===== src/rtl/rr_priority_arbiter.sv =====
// rr_priority_arbiter: 8-way round-robin arbiter with grant lock and hold timeout (clk, areset, req[7:0], done -> gnt[7:0], gnt_valid, gnt_id[2:0], timeout)
module rr_priority_arbiter #(
    parameter int unsigned MAX_HOLD = 16
) (
    input  logic       clk,
    input  logic       areset,
    input  logic [7:0] req,
    input  logic       done,
    output logic [7:0] gnt,
    output logic       gnt_valid,
    output logic [2:0] gnt_id,
    output logic       timeout
);
    localparam logic [0:0] IDLE = 1'b0;
    localparam logic [0:0] BUSY = 1'b1;
    localparam logic [7:0] MAX = 8'(MAX_HOLD);
    logic [0:0] state;
    logic [2:0] ptr, off, win;
    logic [7:0] hold, rot;
    logic       rel, expire;
    assign rot = 8'({req, req} >> ptr);
    always_comb begin
        off = '0;
        for (int i = 7; i >= 0; i--) off = rot[i] ? 3'(i) : off;
    end
    assign win       = ptr + off;
    assign rel       = done || !req[gnt_id];
    assign expire    = hold == MAX;
    assign gnt_valid = state == BUSY;
    always_ff @(posedge clk or posedge areset) begin
        if (areset) begin
            state   <= IDLE;
            ptr     <= '0;
            hold    <= '0;
            gnt     <= '0;
            gnt_id  <= '0;
            timeout <= 1'b0;
        end else begin
            timeout <= 1'b0;
            if (state == IDLE) begin
                if (|req) begin
                    state  <= BUSY;
                    gnt    <= 8'b1 << win;
                    gnt_id <= win;
                    hold   <= 8'd1;
                end
            end else if (rel || expire) begin
                state   <= IDLE;
                gnt     <= '0;
                ptr     <= gnt_id + 3'd1;
                timeout <= !rel;
            end else begin
                hold <= hold + 8'd1;
            end
        end
    end
endmodule


===== config.mk =====
export PLATFORM = sky130hd
export DESIGN_NAME = rr_priority_arbiter
export DESIGN_NICKNAME = d
export VERILOG_FILES = /design/src/rtl/rr_priority_arbiter.sv
export SDC_FILE = /design/constraint.sdc
export NUM_CORES = 1
export LEC_CHECK = 0
export ABC_CLOCK_PERIOD_IN_PS = 2810
export BUFFER_PORTS_ARGS = -buffer_cell sky130_fd_sc_hd__buf_2
export CAP_MARGIN = 20
export CORE_MARGIN = 1.5
export CORE_UTILIZATION = 25
export DETAILED_ROUTE_END_ITERATION = 10
export GPL_TIMING_DRIVEN = 0
export PLACE_DENSITY_LB_ADDON = 0.08
export SYNTH_ARGS = -nofsm -noshare
export SYNTH_HDL_FRONTEND = slang
export SYNTH_SLANG_ARGS = --single-unit

===== constraint.sdc =====
create_clock -name clk -period 2.81 [get_ports clk]
set_input_delay 0.562 -clock clk [delete_from_list [all_inputs] [get_ports clk]]
set_output_delay 0.562 -clock clk [all_outputs]
set_load 0.005 [all_outputs]

* Yosys cells after proc, flatten, opt, wreduce, memory -nomap -nowiden
Cells that the tools add are included.
** Word-level totals
- Bits of input ports :: 11
- Register bits after elaboration :: 24
** Operators by class
- Equal/unequal tests :: 3
- Add/sub/neg operators :: 3
- Reductions and logical operators :: 10
- Multiplexer cells :: 21
- Magnitude comparators :: 1
- Bitwise gates (word level) :: 1
- Shift operators :: 2
** Operators by type and width (number)
- two-way mux 8 bit :: 6
- two-way mux 3 bit :: 8
- right shift 16 x 3 -> 8 bit :: 1
- adder 8 x 1 -> 8 bit, second input constant :: 1
- equality test 8 x 5 -> 1 bit, second input constant :: 1
- AND reduction 2 bit :: 4
- OR reduction 8 bit :: 1
- left shift 1 x 3 -> 8 bit, first input constant :: 1
- two-way mux 1 bit :: 6
- less-than comparator 3 x 4 -> 1 bit, second input constant :: 1
- adder 3 x 1 -> 3 bit, second input constant :: 1
- adder 3 bit :: 1
- binary-select mux 1 bit (select 3 bit) :: 1
- logical NOT 1 bit :: 2
- logical OR 1 bit :: 2
- != test 2 x 1 -> 1 bit, second input constant :: 1
- != test 2 bit, second input constant :: 1
- nonzero test 2 bit :: 1
- NOT 1 bit :: 1

* Longest topological paths before layout
Gate-level depths: netlist of the first run.
- Depth in word-level cells :: 13
- Gate-level depth with buffers :: 13
- Gate-level depth less buffers :: 11

* Worst setup path after synthesis of the first run
No wires, ideal clock.
- Kind :: register to register
- Start point :: register ptr[1]
- End point :: register gnt[1]
- Stages on the path, launching flop included :: 13
- Setup time :: 83 ps
- Clock period less this slack :: 3052 ps
- Arrival time :: 2970 ps
- Buffers on the path :: 2
- Required time :: 2727 ps
- Path slack :: -242 ps
- Cell sequence :: dfrtp_1 -> buf_4 -> buf_2 -> mux2_2 -> o21ai_0 -> o211ai_1 -> o22a_1 -> o211ai_1 -> ha_1 -> inv_1 -> fa_1 -> or4bb_1 -> o21ai_0
** On the way
- Word-level cells in the longest chain between the ends :: 13
** RTL lines
- start: declaration :: RTL line 18 : logic [2:0] ptr, off, win;
- start signal: assignment :: RTL line 50 : ptr <= gnt_id + 3'd1;
- right shift 16 x 3 -> 8 bit :: RTL line 21 : assign rot = 8'({req, req} >> ptr);
- two-way mux 3 bit (8 in series) :: RTL line 24 : for (int i = 7; i >= 0; i--) off = rot[i] ? 3'(i) : off;
- adder 3 bit (*) :: RTL line 26 : assign win = ptr + off;
- left shift 1 x 3 -> 8 bit (*) :: RTL line 43 : gnt <= 8'b1 << win;
- two-way mux 8 bit (*) :: RTL line 41 : if (|req) begin
- two-way mux 8 bit (*) :: RTL line 40 : if (state == IDLE) begin
- end signal: assignment :: RTL line 43
- end: declaration :: RTL line 9 : output logic [7:0] gnt,
Every way passes the cells marked *; elsewhere a longest branch is shown, timed or not. The select of a mux whose other input is x is not followed.
A chain may end at the register's enable or synchronous reset.

* Final worst setup path of the first run
- Start point :: register ptr[1]
- End point :: register gnt[6]
Same word-level chain as after synthesis.

==> impl_metrics.ini, run 1 <==
[clocking]
cts.clk_slew.worst_paths_ps = 100
cts_hold_buf = 0
root_buffer = clkbuf_8
h-tree-depth = 1
clock_latency_ps = 270
cts_sinks = 24
cts_tree = built
clockBufferDepth = 2
numCtsBuffers = 3

[logic_synthesis]
yosys-top-cells-count = dfrtp_1 (24), nand2_1 (20), nor2_1 (15)
synth_area_leader_cell = dfrtp_1
synth.avg_cell_area_um2 = 9.276
synth_enable_flop_cells = 0
synth_seq_area_share = 0.3481
synth_cell_types = 51
synthesis.nets = 202
synthMostInstantiatedCell = dfrtp_1
yosysTopAreaCellShare = 0.3481
syn_area_mm2 = 0.001725
ys_ff_latch = 24
synthTopCellsByArea = dfrtp_1 (35%), mux2i_1 (7.0%), nand2_1 (4.4%)
synth_cells = 186
yosysWarningCount = 0
async_reset_ff_frac = 1.000
synth_ff_type = dfrtp_1

[layout]
fin_nets = 237
final_layout_size_suffix_gt1_frac = 0.3227
area_growth_syn_to_layout_pct = 32.78
n_antenna_cell = 0
fin_util = 0.3410
fillers = 700

[floorplanning]
start_util = 0.2568
ios = 24
dieHeight_um = 86.08
row_count = 30
die_w_um = 86.08
core_mm2 = 0.006719
die-area_mm2 = 0.007409

[detailed_routing]
routedWlPerCell_um = 16.09
drt_iter0_drc = 54
antenna_left = 0
drc = 0
vias = 1576
finalWirelength_um = 4828
dr.pass1.iters = 4
vias_per_cell = 5.253

[outcome]
status = complete, but fails checks
violations = setup timing

[sta]
fin_ws_ps = -325.1
setup_violations = 9
min_period_ps = 3135
skew_ps = 5.315
maxSlewViolCount = 0
worstMarginPinSlew_ps = 646.8
period_share = 1.116
rsz0062_at_grt = true
fmax_mhz = 319.0
relSlewSlack = 0.5672
hold_viol = 0
tns_ps = -2108
whs_ps = 291.0

[setup_path]
reg2reg_slack_ps = -330
rr_worst_depth = 14
r2r_end = gnt[6]$_DFFE_PP0P_
start_kind = flop
critPathCaptureType = flop
startpoint = ptr[1]$_DFFE_PP0P_
critPathKind = reg2reg
arrival_ps = 3310
worstReg2RegStart = ptr[1]$_DFFE_PP0P_
cp.required_ps = 2990
crit_fanout = 6

[pwr]
peakVddDrop_uv = 293.8
power.leakage_uw = 0.001020
powerDensity_mw_per_mm2 = 1145

[placement]
portBuffers = 21
hpwl_um = 3480
gp_congestion = 0.7280
dp_slack_ps = -552.0

[global_route]
grt_remaining_overflow = 0
track_usage = 0.1397
grt_pass1_vias = 1578
grt_pass1_wl_um = 8155
antenna_found_initial = 0
grt_max_degree = 25

[job]
max_cap_viol_count = 0

[min_path]
hold_class = in2async
[cells by family after synthesis]
| logic type | count (synthesis) | synth area share |
|---|---|---|
| and+or+nand+nor | 67 | 0.2067 |
| buffers and inverters | 17 | 0.04350 |
| muxes | 16 | 0.1088 |
| AOI/OAI and AO/OA | 50 | 0.2110 |
| xor gates and xnor gates | 6 | 0.03482 |
| DFF | 24 | 0.3481 |
| adders and majority gates | 6 | 0.04714 |
[per-stage QoR]
stage | power, µW | area, µm² | instances
floorplan | 1484 | 1738 | 186
global placement | 1844 | 1943 | 287
detailed placement | 1820 | 1943 | 287
CTS | 2551 | 2200 | 299
global route | 2841 | 2291 | 300
finish | 2624 | 2291 | 300
[timing repair]
action,CTS,global route
gates cloned,1,0
pin swaps,9,7
buffers inserted,7,0
endpoints found under the setup margin,10,10
gates resized for setup,26,12
[layout make-up]
cell class | instances | area, µm² | share of cell area
Timing Repair Buffer | 30 | 216.5 | 0.09448
Sequential cell | 24 | 600.6 | 0.2622
Multi-Input combinational cell | 145 | 1205 | 0.5259
Clock inverter | 1 | 30.03 | 0.01311
Clock buffer | 3 | 41.29 | 0.01802
Buffer | 9 | 67.56 | 0.02949
Tap cell | 80 | 100.1 | 0.04369
Inverter | 8 | 30.03 | 0.01311
[layer usage]
layer  GRT usage  part of all wire  wire [µm]
met1      0.1881              0.48       2310
met2      0.2305              0.48       2294
met3     0.02214             0.025        121
met4     0.04252             0.021        102
met5           0                 0          0
[sequential cells by signal (all words and copies together), names as in the netlist]
signal,flops
hold,8
gnt_id,3
gnt,8
ptr,3
timeout,1
gnt_valid,1
[worst max path at each step]
stage	to	slack [ps]	depth (start not counted)
finish	gnt[6]$_DFFE_PP0P_	-330	14
global route	gnt[6]$_DFFE_PP0P_	-430	14
CTS	gnt[5]$_DFFE_PP0P_	-310	13
detailed placement	gnt[3]$_DFFE_PP0P_	-550	13
global placement	gnt[3]$_DFFE_PP0P_	-580	13
floorplan	gnt[1]$_DFFE_PP0P_	-80	12
[critical path, cell delays in order, from the launching register on]
cell and delay [ps]:
dfrtp_1 400, buf_6 150, buf_8 140, mux2i_4 180, mux2_4 280, a21o_1 190
a21oi_2 130, o22a_1 150, o211ai_1 120, ha_2 200, inv_2 50, fa_2 440
buf_4 170, buf_4 130, o41ai_2 290
[power by group]
| group | total (µW) | switching, µW | internal [µW] |
|---|---|---|---|
| clock | 313 | 122 | 191 |
| combinational | 1770 | 898 | 870 |
| sequential | 543 | 106 | 437 |
| total | 2620 | 1130 | 1500 |
[placed cells by master (no fill, tap or decap), drive strengths merged, types with 4 or more instances in the layout]
master,instances
dfrtp,24
inv,8
o31ai,4
nor2,15
o21ai,13
o211ai,5
a22o,5
mux2i,12
nand2,20
buf,36
xor2,4
nand4,4
nor4b,5
ha,4
clkbuf,6
a21oi,6
a21o,4
Note: power is estimated with default switching activity, not from simulation.
==> run 2, diff against run 1 <==
- SETUP_SLACK_MARGIN: unset -> 0.1
==> impl_metrics.ini, run 2 (synthesis results as in run 1) <==
[clocking]
cts_sinks = 24
numCtsBuffers = 3
clockBufferDepth = 2
cts_hold_buf = 0
root_buffer = clkbuf_8
cts.clk_slew.worst_paths_ps = 90
cts_tree = built
h-tree-depth = 1
clock_latency_ps = 270

[layout]
fillers = 715
area_growth_syn_to_layout_pct = 29.51
design_area_mm2 = 0.002235
final_common_cell = dfrtp_1
fin_nets = 239
n_antenna_cell = 0
final_layout_size_suffix_gt1_frac = 0.3063
fin_util = 0.3326
reg_top3 = gnt: 8 flops, hold: 8 flops
final_cell_mix = dfrtp_1 (24), buf_2 (23), nand2_1 (20), nor2_1 (15), buf_4 (10)

[pwr]
peakVddDrop_uv = 431.2
power_uw = 2632
powerDensity_mw_per_mm2 = 1178
power.leakage_uw = 0.001019

[global_route]
grt_max_degree = 25
track_usage = 0.1374
grt_pass1_wl_um = 7990
grt_pass1_vias = 1563
antenna_found_initial = 0
grt_remaining_overflow = 0

[placement]
dpl_cell_area_mm2 = 0.001949
gp_congestion = 0.7435
hpwl_um = 3525
dp_slack_ps = -565.0
portBuffers = 21

[setup_path]
critPathCaptureType = flop
worstReg2RegStart = ptr[1]$_DFFE_PP0P_
rr_worst_depth = 14
cp.required_ps = 2990
arrival_ps = 3250
crit_chain = buf_6 -> buf_12 -> mux2i_4 -> mux2_4 -> a21o_1 -> a21oi_1 -> o22a_1 -> o211ai_1 -> ha_2 -> inv_2 -> fa_2 -> buf_4 -> buf_6 -> o41ai_4
crit_top_cell = buf_6
start_kind = flop
timing.critical_path.buf_inv = 5
r2r_end = gnt[2]$_DFFE_PP0P_
crit_family = compound AO/OA/AOI/OAI gates
cpPeakStageDelay_ps = 460
critPathKind = reg2reg
cp_slowest_cell = fa_2
crit_fanout = 8
reg2reg_slack_ps = -260

[floorplanning]
start_util = 0.2568
dieHeight_um = 86.08
row_count = 30
ios = 24
die-area_mm2 = 0.007409
die_w_um = 86.08
core_mm2 = 0.006719

[detailed_routing]
routedWlPerCell_um = 16.18
drt_iter0_drc = 32
vias = 1534
drc = 0
antenna_left = 0
dr.pass1.iters = 4
finalWirelength_um = 4886
vias_per_cell = 5.079

[outcome]
status = complete, but fails checks
violations = setup timing

[sta]
setup_violations = 8
maxSlewViolCount = 0
fmax_mhz = 325.3
relSlewSlack = 0.5539
period_share = 1.094
fin_ws_ps = -264.5
min_period_ps = 3074
worstMarginPinSlew_ps = 664.1
rsz0062_at_grt = true
skew_ps = 6.333
tns_ps = -1441
hold_viol = 0

[min_path]
hold_class = in2async

[job]
max_cap_viol_count = 0
run 2: cell types whose count changed in the layout (fill, tap and decap cells not counted), moves of 2 or more:
cell,change
buf_16,-2
o21ai_0,-2
o21ai_1,+4
buf_4,+4
mux2i_4,-2
run 2: per-stage QoR:
step | std cells | hold WS, ps
after CTS | 300 | 490.2
after floorplan | 186 | 455.1
after global routing | 302 | 356.9
final | 302 | 306.9
after detailed placement | 287 | 467.3
after global placement | 287 | 462.2
run 2: metal layers:
metal	vias up	GRT usage	wire length (µm)
met5	-	0	0
met4	0	0.04692	64
met2	23	0.2255	2300
met1	734	0.1879	2419
met3	6	0.01540	101
li1	771	-	-
run 2: cell type report:
type                       count  area [µm²]  share of cell area
buffer                         9       68.82             0.03080
clock buffer                   3       41.29             0.01848
timing repair buffer          32       198.9             0.08903
sequential                    24       600.6              0.2688
clock inverter                 1       30.03             0.01344
inverter                       8       30.03             0.01344
multi-input combinational    145        1165              0.5213
tap                           80       100.1             0.04479
run 2: how the worst max path moves through the flow:
stage / slack [ps] / startpoint / end / depth (start not counted)
floorplan: -80 / req[6] / gnt[1]$_DFFE_PP0P_ / 12
CTS: -300 / ptr[1]$_DFFE_PP0P_ / gnt[1]$_DFFE_PP0P_ / 13
finish: -260 / ptr[1]$_DFFE_PP0P_ / gnt[2]$_DFFE_PP0P_ / 14
global placement: -620 / req[6] / gnt[3]$_DFFE_PP0P_ / 13
detailed placement: -570 / req[6] / gnt[3]$_DFFE_PP0P_ / 13
global route: -390 / ptr[1]$_DFFE_PP0P_ / gnt[2]$_DFFE_PP0P_ / 14
run 2: worst reg2reg max path, stage by stage (launching register included):
cell,delay [ps]
dfrtp_1,400
buf_6,140
buf_12,140
mux2i_4,180
mux2_4,280
a21o_1,150
a21oi_1,140
o22a_1,150
o211ai_1,110
ha_2,200
inv_2,50
fa_2,460
buf_4,160
buf_6,110
o41ai_4,310
run 2: power breakdown:
group	internal (µW)	total [µW]	switching (µW)	leakage, µW
clock	191	309	118	0.0000357
sequential	437	536	98.4	0.000315
combinational	879	1790	908	0.000668
total	1510	2630	1130	0.00102
run 2: repair_timing:
action / in CTS / in global routing
endpoints found under the setup margin: 10 / 10
buffers inserted: 9 / 1
gates cloned: 0 / 0
resized for setup: 19 / 12
pin swaps: 8 / 10
==> run 3, diff against run 2 <==
- ABC_CLOCK_PERIOD_IN_PS: 2810 -> 3000
- SLEW_MARGIN: unset -> 20
- clock period: 2.81 -> 3 ns (I/O delays scaled with it)
==> impl_metrics.ini, run 3 (synthesis results as in run 1) <==
[outcome]
status = complete, but fails checks
violations = setup timing

[placement]
portBuffers = 21
gp_congestion = 0.7280
dp_slack_ps = -400.0
hpwl_um = 3480
dp.cells = 287

[clocking]
numCtsBuffers = 3
cts.clk_slew.worst_paths_ps = 100
clock_latency_ps = 270
cts_hold_buf = 0
cts_sinks = 24
clockBufferDepth = 2
root_buffer = clkbuf_8
cts_tree = built
h-tree-depth = 1

[setup_path]
path_depth = 14
critPathCaptureType = flop
startpoint = ptr[1]$_DFFE_PP0P_
crit_top_cell = buf_4
cp_slowest_cell = fa_2
crit_chain = buf_6 -> buf_8 -> mux2i_4 -> mux2_4 -> a21o_1 -> a21oi_2 -> o22a_1 -> o211ai_1 -> ha_2 -> inv_2 -> fa_2 -> buf_4 -> buf_4 -> o41ai_2
cp.required_ps = 3180
rr_worst_depth = 14
crit_fanout = 6
crit_end = gnt[6]$_DFFE_PP0P_
crit_family = compound AO/OA/AOI/OAI gates
reg2reg_slack_ps = -130
timing.critical_path.buf_inv = 5
start_kind = flop
cpPeakStageDelay_ps = 440
r2r_end = gnt[6]$_DFFE_PP0P_
worstReg2RegStart = ptr[1]$_DFFE_PP0P_
critPathKind = reg2reg
arrival_ps = 3310

[detailed_routing]
drt_iter0_drc = 47
vias_per_cell = 5.237
routedWlPerCell_um = 16.10
antenna_left = 0
vias = 1571
dr.pass1.iters = 4
drc = 0
finalWirelength_um = 4831

[pwr]
combPwrFrac = 0.677
clock_power_share = 0.118
power.leakage_uw = 0.001008
powerDensity_mw_per_mm2 = 1092
power.share.sequential = 0.205
internal_power_uw = 1420
swShare = 0.4274
peakVddDrop_uv = 278.6
power.switching_uw = 1060

[sta]
relSlewSlack = 0.3879
fin_ws_ps = -134.2
fmax_mhz = 319.1
worstMarginPinSlew_ps = 912.5
whs_ps = 400.5
maxSlewViolCount = 0
setup_violations = 6
skew_ps = 5.104
hold_viol = 0
rsz0062_at_grt = true
period_share = 1.045
min_period_ps = 3134

[layout]
fin_nets = 237
fin_util = 0.3380
area_growth_syn_to_layout_pct = 31.62
final_cells = 300
final_layout_size_suffix_gt1_frac = 0.3227
regArea_um2 = 600.6
multi_input_area_mm2 = 0.001205
fillers = 701
reg_top3 = gnt: 8 flops, hold: 8 flops
final_common_cell = dfrtp_1
final_cell_mix = dfrtp_1 (24), buf_2 (23), nand2_1 (20), nor2_1 (15), o21ai_0 (9)
n_antenna_cell = 0

[job]
max_cap_viol_count = 0

[global_route]
track_usage = 0.1397
grt_pass1_wl_um = 8155
antenna_found_initial = 0
grt_remaining_overflow = 0
grt_pass1_vias = 1579
grt_max_degree = 25

[floorplanning]
row_count = 30
die-area_mm2 = 0.007409
ios = 24
dieHeight_um = 86.08
die_w_um = 86.08
core_mm2 = 0.006719
start_util = 0.2568

[min_path]
hold_class = in2async
[run 3: final cells by class]
class / instances / area share
multi-input combinational: 145 / 0.5306
sequential: 24 / 0.2645
timing repair buffer: 30 / 0.08650
tap: 80 / 0.04408
buffer: 9 / 0.02975
clock buffer: 3 / 0.01818
clock inverter: 1 / 0.01322
inverter: 8 / 0.01322
[run 3: worst reg2reg max path, cell delays in order, from the launching register on]
cell	delay, ps
dfrtp_1	400
buf_6	150
buf_8	140
mux2i_4	180
mux2_4	280
a21o_1	190
a21oi_2	130
o22a_1	160
o211ai_1	120
ha_2	200
inv_2	50
fa_2	440
buf_4	170
buf_4	130
o41ai_2	290
[run 3: how the worst min path moves through the flow]
stage / startpoint / endpoint / slack, ps / depth (start not counted)
finish: areset / hold[7]$_DFFE_PP0P_ / 400 / 2
global route: areset / gnt[3]$_DFFE_PP0P_ / 450 / 2
CTS: hold[7]$_DFFE_PP0P_ / hold[7]$_DFFE_PP0P_ / 500 / 1
detailed placement: gnt[6]$_DFFE_PP0P_ / gnt[6]$_DFFE_PP0P_ / 480 / 2
global placement: gnt[6]$_DFFE_PP0P_ / gnt[6]$_DFFE_PP0P_ / 470 / 2
floorplan: hold[7]$_DFFE_PP0P_ / hold[7]$_DFFE_PP0P_ / 460 / 1
[run 3: power groups by stage]
stage	clock network, µW	logic (µW)	registers (µW)
6_report	293	1680	509
5_1_grt	313	1840	525
3_5_place_dp	0	1190	513
4_1_cts	299	1580	508
2_1_floorplan	0	900	490
3_3_place_gp	0	1210	514
[run 3: repair_timing]
item,4_1_cts,5_1_grt
hold endpoints to repair,0,0
pin swaps,8,8
setup endpoints to repair,9,10
gates resized for setup,25,12
cloned,1,0
buffers inserted,7,1
[run 3: routing by layer]
metal | share of wire | GRT usage | vias to the layer above
met3 | 0.029 | 0.02214 | 8
met2 | 0.48 | 0.2305 | 27
met1 | 0.47 | 0.1881 | 775
met4 | 0.021 | 0.04252 | 0
li1 | - | - | 761
met5 | 0 | 0 | -
[run 3: through the flow]
| step | power, µW | TNS (ps) | instance area, µm² |
|---|---|---|---|
| floorplan | 1390 | 0 | 1738 |
| global placement | 1727 | -3093 | 1943 |
| detailed placement | 1705 | -2783 | 1943 |
| CTS | 2389 | -453.5 | 2200 |
| global route | 2680 | -1378 | 2271 |
| finish | 2480 | -529.6 | 2271 |
